[config.mk]
export PLATFORM = sky130hd
export DESIGN_NAME = pc_sequencer
export DESIGN_NICKNAME = d
export VERILOG_FILES = /design/src/rtl/pc_sequencer.sv
export SDC_FILE = /design/constraint.sdc
export NUM_CORES = 1
export LEC_CHECK = 0
export CORE_MARGIN = 10
export CORE_UTILIZATION = 52
export CTS_CLUSTER_DIAMETER = 150
export DETAILED_ROUTE_END_ITERATION = 10
export PLACE_DENSITY = 0.83
export RECOVER_POWER = 25
export SLEW_MARGIN = 20
export SYNTH_ARGS = -nofsm -noshare
export SYNTH_HDL_FRONTEND = slang
export SYNTH_SLANG_ARGS = --single-unit
[constraint.sdc]
create_clock -name in_clk -period 3.03 [get_ports in_clk]
set_input_delay 0.606 -clock in_clk [delete_from_list [all_inputs] [get_ports in_clk]]
set_output_delay 0.606 -clock in_clk [all_outputs]
set_load 0.01 [all_outputs]
[src/rtl/pc_sequencer.sv]
// Fetch-stage PC sequencer: next-PC selection with four branch
// conditions and a circular return-address stack.
module pc_sequencer #(
  parameter int              PC_W        = 32,
  parameter int              STACK_DEPTH = 4,
  parameter logic [PC_W-1:0] RESET_PC    = '0,
  parameter logic [PC_W-1:0] PC_INC      = PC_W'(1)
) (
  input  logic            in_clk,
  input  logic            in_rst_n,
  input  logic            in_valid,
  input  logic            in_stall,
  input  logic            in_ctrl_branch,
  input  logic [1:0]      in_ctrl_btype,
  input  logic            in_ctrl_jump,
  input  logic            in_ctrl_call,
  input  logic            in_ctrl_ret,
  input  logic            in_ctrl_neg,
  input  logic            in_ctrl_zero,
  input  logic [PC_W-1:0] in_target,
  output logic [PC_W-1:0] out_pc,
  output logic            out_taken,
  output logic            out_flush,
  output logic            out_stack_empty,
  output logic            out_stack_full,
  output logic            out_err
);

  localparam int AW = $clog2(STACK_DEPTH);
  localparam int CW = AW + 1;

  logic [PC_W-1:0] stack [STACK_DEPTH];
  logic [AW-1:0]   ptr;
  logic [CW-1:0]   count;
  logic [PC_W-1:0] seq_pc;
  logic [PC_W-1:0] top;
  logic            cond;
  logic            br_taken;
  logic            accept;

  assign seq_pc = out_pc + PC_INC;
  assign top    = stack[ptr - AW'(1)];
  assign accept = in_valid && !in_stall;

  always_comb begin
    cond = 1'b0;
    unique case (in_ctrl_btype)
      2'd0: cond = in_ctrl_zero;
      2'd1: cond = in_ctrl_neg;
      2'd2: cond = !in_ctrl_zero;
      2'd3: cond = !in_ctrl_neg;
    endcase
  end

  assign br_taken  = in_ctrl_branch && cond;
  assign out_taken = in_valid && (in_ctrl_ret || in_ctrl_call
                     || in_ctrl_jump || br_taken);

  assign out_stack_empty = (count == '0);
  assign out_stack_full  = (count == CW'(STACK_DEPTH));

  always_ff @(posedge in_clk or negedge in_rst_n) begin
    if (!in_rst_n) begin
      out_pc    <= RESET_PC;
      ptr       <= '0;
      count     <= '0;
      out_flush <= 1'b0;
      out_err   <= 1'b0;
      for (int i = 0; i < STACK_DEPTH; i++) stack[i] <= '0;
    end else begin
      out_flush <= accept && out_taken;
      if (accept) begin
        if (in_ctrl_ret) begin
          if (!out_stack_empty) begin
            out_pc <= top;
            ptr    <= ptr - AW'(1);
            count  <= count - CW'(1);
          end else begin
            out_pc  <= seq_pc;
            out_err <= 1'b1;
          end
        end else if (in_ctrl_call) begin
          // A full stack drops its oldest entry: the pointer wraps onto it.
          stack[ptr] <= seq_pc;
          ptr        <= ptr + AW'(1);
          out_pc     <= in_target;
          if (out_stack_full) out_err <= 1'b1;
          else count <= count + CW'(1);
        end else if (in_ctrl_jump || br_taken) begin
          out_pc <= in_target;
        end else begin
          out_pc <= seq_pc;
        end
      end
    end
  end

endmodule

# Yosys cells after proc, flatten, opt, wreduce, memory -nomap -nowiden
# Cells that the tools add are included.
# W data, S select, Z words.
classes:
  n_eq_ne: 7
  reduce_logical: 20
  muxes: 22
  order_cmp: 3
  bitwise: 3
  add_sub_neg: 5
op_table:
  columns: ["operator", "count"]
  rows:
  - ["$mux W32", 7]
  - ["$bwmux W128", 1]
  - ["$bmux W32 S2", 1]
  - ["$demux W32 S2", 1]
  - ["$add A32 B1 Y32 const B", 1]
  - ["$mux W3", 4]
  - ["$reduce_and A4 Y1", 2]
  - ["$ge A3 B3 Y1 const B", 2]
  - ["$mux W2", 3]
  - ["$not A2 Y3", 2]
  - ["$reduce_and A3 Y1", 2]
  - ["$logic_and A1 B1 Y1", 5]
  - ["$eq A2 B2 Y1 const B", 2]
  - ["$logic_or A1 B1 Y1", 4]
  - ["$mux W1", 4]
  - ["$ne A2 B2 Y1 const B", 2]
  - ["$pmux W1 S4", 1]
  - ["$reduce_bool A2 Y1", 2]
  - ["$add A3 B1 Y3 const B", 1]
  - ["$eq A3 B3 Y1 const B", 1]
  - ["$logic_not A1 Y1", 3]
  - ["$logic_not A3 Y1", 1]
  - ["$lt A3 B1 Y1 const B", 1]
  - ["$sub A3 B1 Y3 const B", 1]
  - ["6 further kinds", 6]
totals:
  ff_bits: 167
  wordCells: 69
  output_inout_bits: 37
  inputBits: 44

# Longest topological paths before layout
logic_depth:
  ltp_word: 7
  ltp_mapped: 11

# Worst setup path before layout
# Ideal clock, no wire load.
synth_timing:
  path_type: "flip-flop to flip-flop"
  start: "reg ptr[0]"
  end: "reg out_pc[25]"
  t_required_ps: 2911
  arrival_ps: 2731
  synth_period_minus_slack_ps: 2850
  setup_slack_ps: 180
  path_buffers: 4
  path_stages_with_launch: 11
  cell_sequence: "dfrtp_1 -> clkbuf_1 -> buf_2 -> inv_1 -> ha_1 -> clkbuf_1 -> clkbuf_1 -> mux4_2 -> a221oi_1 -> o21ai_0 -> o21a_1"
synth_via:
  elab_chain_cells: 7
synth_lines:
  columns: ["item", "line_no", "source"]
  rows:
  - ["from (decl)", "33", "logic [AW-1:0] ptr;"]
  - ["from (signal assigned)", "76", "ptr <= ptr - AW'(1);"]
  - ["from (signal assigned)", "85", "ptr <= ptr + AW'(1);"]
  - ["$sub A2 B1 Y2", "42", "assign top = stack[ptr - AW'(1)];"]
  - ["$not A2 Y3 (not written as such)", "42", null]
  - ["$bmux W32 S2", "42", null]
  - ["$mux W32 (not written as such) (2 in a row)", "42", null]
  - ["$mux W32", "74", "if (!out_stack_empty) begin"]
  - ["$mux W32", "73", "if (in_ctrl_ret) begin"]
  - ["to (signal assigned)", "75", "out_pc <= top;"]
  - ["to (signal assigned)", "79", "out_pc <= seq_pc;"]
  - ["to (signal assigned)", "86", "out_pc <= in_target;"]
  - ["to (decl)", "21", "output logic [PC_W-1:0] out_pc,"]
# No other way between the ends. The select of a mux whose other input is x is not followed.
# A chain may end at the register's enable or synchronous reset.

# Final worst setup path
layout_timing:
  start: "reg count[0]"
  end: "out out_stack_empty"
layout_via:
  elab_chain_cells: 1
layout_lines:
  columns: ["item", "line_no", "source"]
  rows:
  - ["from (decl)", "34", "logic [CW-1:0] count;"]
  - ["from (signal assigned)", "77", "count <= count - CW'(1);"]
  - ["from (signal assigned)", "88", "else count <= count + CW'(1);"]
  - ["$logic_not A3 Y1", "59", "assign out_stack_empty = (count == '0);"]
  - ["to (decl)", "24", "output logic out_stack_empty,"]
# No other way between the ends.

==> reports/metrics.cfg <==
[floorplan]
start_util_pct = 53.0
die_width_um = 147
rows = 46
core_mm2 = 0.0158
dieArea_mm2 = 0.0216
ioPinCount = 81
die_h_um = 147

[routing]
via_per_inst = 6.20
wl_um = 23400
drtAntennaViolNets = 0
via_count = 7159
wire_per_inst_um = 20.2
drt_iter0_markers = 790
drcViolationCount = 0
dr.pass1.iters = 7

[global_route]
antenna_found_initial = 0
globalRouteOverflowTotal = 0
track_usage_pct = 21.8
grt_pass1_wl_um = 38000
grt_max_degree = 72
first_global_vias = 7170

[logic_synthesis]
yosysWarnings = 0
netlist.area_leader.share_pct = 49.8
synth_fa_ha_area_share_pct = 0.984
synth-simple-area-share_pct = 14.8
synth_xor_area_share_pct = 3.03
synth_enable_flop_cells = 0
synth-seq-cells = 167
post_synth.cell_area_avg_um2 = 9.81
syn_inst = 855
synth_top_area_cell = dfrtp_1
synthFlopType = dfrtp_1
synth_compound_area_share_pct = 18.3
synth-async-reset-ratio_pct = 100
synth.distinct_cells = 56
synth.area.mux_share_pct = 9.50
synthTopCellsByArea = dfrtp_1 (50%), o21ai_0 (9.3%), mux4_2 (8.6%)
seq_area_frac_synth_pct = 49.8
syn-cell-area_mm2 = 0.00839
synth_top_family_by_area = compound AO/OA/AOI/OAI gates
synth_nets = 905

[clock_network]
clock-root-buffer = clkbuf_16
path_clk_slew_ns = 0.06
htreeDepth = 4
cts_made_buffers = 17
post_cts.repair.setup_buffers = 0
cts_tree = built
clockBufferDepth = 2
clock_latency_ns = 0.43
cts.sinks = 167

[power_and_ir_drop]
seq_power_share_pct = 39.3
vdd_drop_max_v = 0.000519
p_sw_share_pct = 35.7
p_int_mw = 6.36
pwr-share-clk_pct = 23.7
p_leak_nw = 4.33
power.switching_mw = 3.54
p_per_area_mw_per_mm2 = 974
p_comb_share_pct = 37.0

[status]
violations = max-capacitance violations, max-slew violations
outcome = finished with violations

[worst_setup_path]
cp_cell_sequence = or3_1 -> inv_1 -> clkdlybuf4s50_1
critPathTopFamily = buffers and inverters
cp.depth = 3
slowest_delay_ns = 0.61
end_kind = primary output
cp.arrival_ns = 2.17
rrSetupSlack_ns = 0.46
cp_max_fo = 6
slowest_stage = clkdlybuf4s50_1
reg2regPathDepth = 8
crit_required_ns = 2.42
cp_num_buf_inv = 2
cp-start-kind = register
critPathKind = reg -> out

[sta]
skew_ns = 0.00905
rsz0062_at_grt = false
max_freq_ghz = 0.360
hold_ws_ns = 0.475
tns_ns = 0
finalCritPeriodShare_pct = 91.6
setup_viol = 0
min_period_ns = 2.77
maxSlewViolCount = 72
hold_violations = 0
slew_headroom_pct = -16.8
worstMarginPinSlew_ns = 1.75

[final_layout]
design_area_mm2 = 0.0102
area.growth.synth_to_final_pct = 21.3
final_cell_mix = nand2_1 (168), dfrtp_1 (166), o21ai_0 (156)
final_common_cell = nand2_1
num-fill-cells = 1208
diodes = 0
drive_above_1_share_pct = 12.8
fin_nets = 976

[hold_path]
whs_path_depth = 2
hp-class = reg -> reg

[flow_run]
maxCapViolCount = 1

[place]
placed_area_mm2 = 0.00955
place_congestion = 0.904
hpwlAfterDp_um = 16200
numPortBuffers = 80

-- layout make-up --
cell class | count | area [µm²] | area share (%)
Clock buffer | 22 | 474 | 4.66
Inverter | 11 | 41.3 | 0.406
Timing Repair Buffer | 118 | 1110 | 11.0
Sequential cell | 167 | 4180 | 41.1
Clock inverter | 10 | 169 | 1.66
Multi-Input combinational cell | 611 | 3920 | 38.6
Tap cell | 216 | 270 | 2.66
-- final timing paths --
| path | end | start |
|---|---|---|
| worst max register to register | out_pc[20]$_DFFE_PN0P_ | out_pc[0]$_DFFE_PN0P_ |
| worst max-delay path | out_stack_empty | count[0]$_DFFE_PN0P_ |
| worst min-delay path | stack[5]$_DFFE_PN0P_ | stack[5]$_DFFE_PN0P_ |
| worst min register to register | stack[5]$_DFFE_PN0P_ | stack[5]$_DFFE_PN0P_ |
| min in group asynchronous | stack[43]$_DFFE_PN0P_ | in_rst_n |
| max in group asynchronous | stack[30]$_DFFE_PN0P_ | in_rst_n |
-- synthesized netlist by cell type (3+ instances only) --
master	count
nand2b_1	3
a221oi_1	6
xor2_1	16
ha_1	5
dfrtp_1	167
o22ai_1	9
a31oi_1	5
buf_2	9
mux4_2	32
clkbuf_1	56
nor3_1	7
inv_1	11
nor2_1	31
a21o_1	7
a21oi_1	30
and4_1	6
o21ai_0	156
nand4_1	13
nand2_1	172
o2111ai_1	3
o21a_1	8
a22oi_1	6
o31a_1	3
nand3_1	15
mux2_2	5
and3_1	7
xnor2_1	13
a211oi_1	5
nor4_1	5
nor3b_1	3
o211ai_1	9
-- through the flow --
stage	cells	setup slack, ns	power [mW]	util [%]
floorplan	855	0.180	6.13	-
global placement	1123	0.0378	7.34	60.3
detailed placement	1123	0.00284	7.51	60.3
CTS	1155	0.252	9.88	64.4
global route	1155	0.168	10.5	64.3
finish	1155	0.255	9.90	64.3
-- kinds of logic after synthesis --
group | Yosys count
XOR/XNOR | 29
flip-flops | 167
buffers and inverters | 77
AND/OR/NAND/NOR | 273
AO/OA/AOI/OAI | 264
multiplexers | 39
adder cells (fa/ha/maj) | 6
-- what timing repair did --
| item | CTS | global route |
|---|---|---|
| setup endpoints to repair | 1 | 0 |
| hold buffers | 0 | 0 |
| resized for setup | 1 | 0 |
-- sequential cells by signal, summed over array words and instances, names as in the netlist --
register / flops
count: 3
out_flush: 1
out_err: 1
ptr: 2
stack: 128
out_pc: 32
-- power by group through the flow --
stage / clock [mW] / combinational [mW] / sequential (mW)
after CTS: 2.35 / 3.66 / 3.87
after floorplan: 0 / 2.42 / 3.71
after detailed placement: 0 / 3.62 / 3.89
final: 2.34 / 3.67 / 3.90
after global routing: 2.45 / 4.01 / 4.01
after global placement: 0 / 3.50 / 3.85
-- per-layer routing --
layer	up-vias	GRT usage, %	wire, µm
met2	361	35.3	11400
met4	0	10.6	831
met1	3512	27.5	9300
met5	-	0	0
li1	3217	-	-
met3	69	4.24	1880
-- worst min-delay path: stages (launching register included) --
cell and delay, ns:
dfrtp_1 0.34, nand2_1 0.04, o21ai_0 0.06
Power figures use the tool's default switching activity.
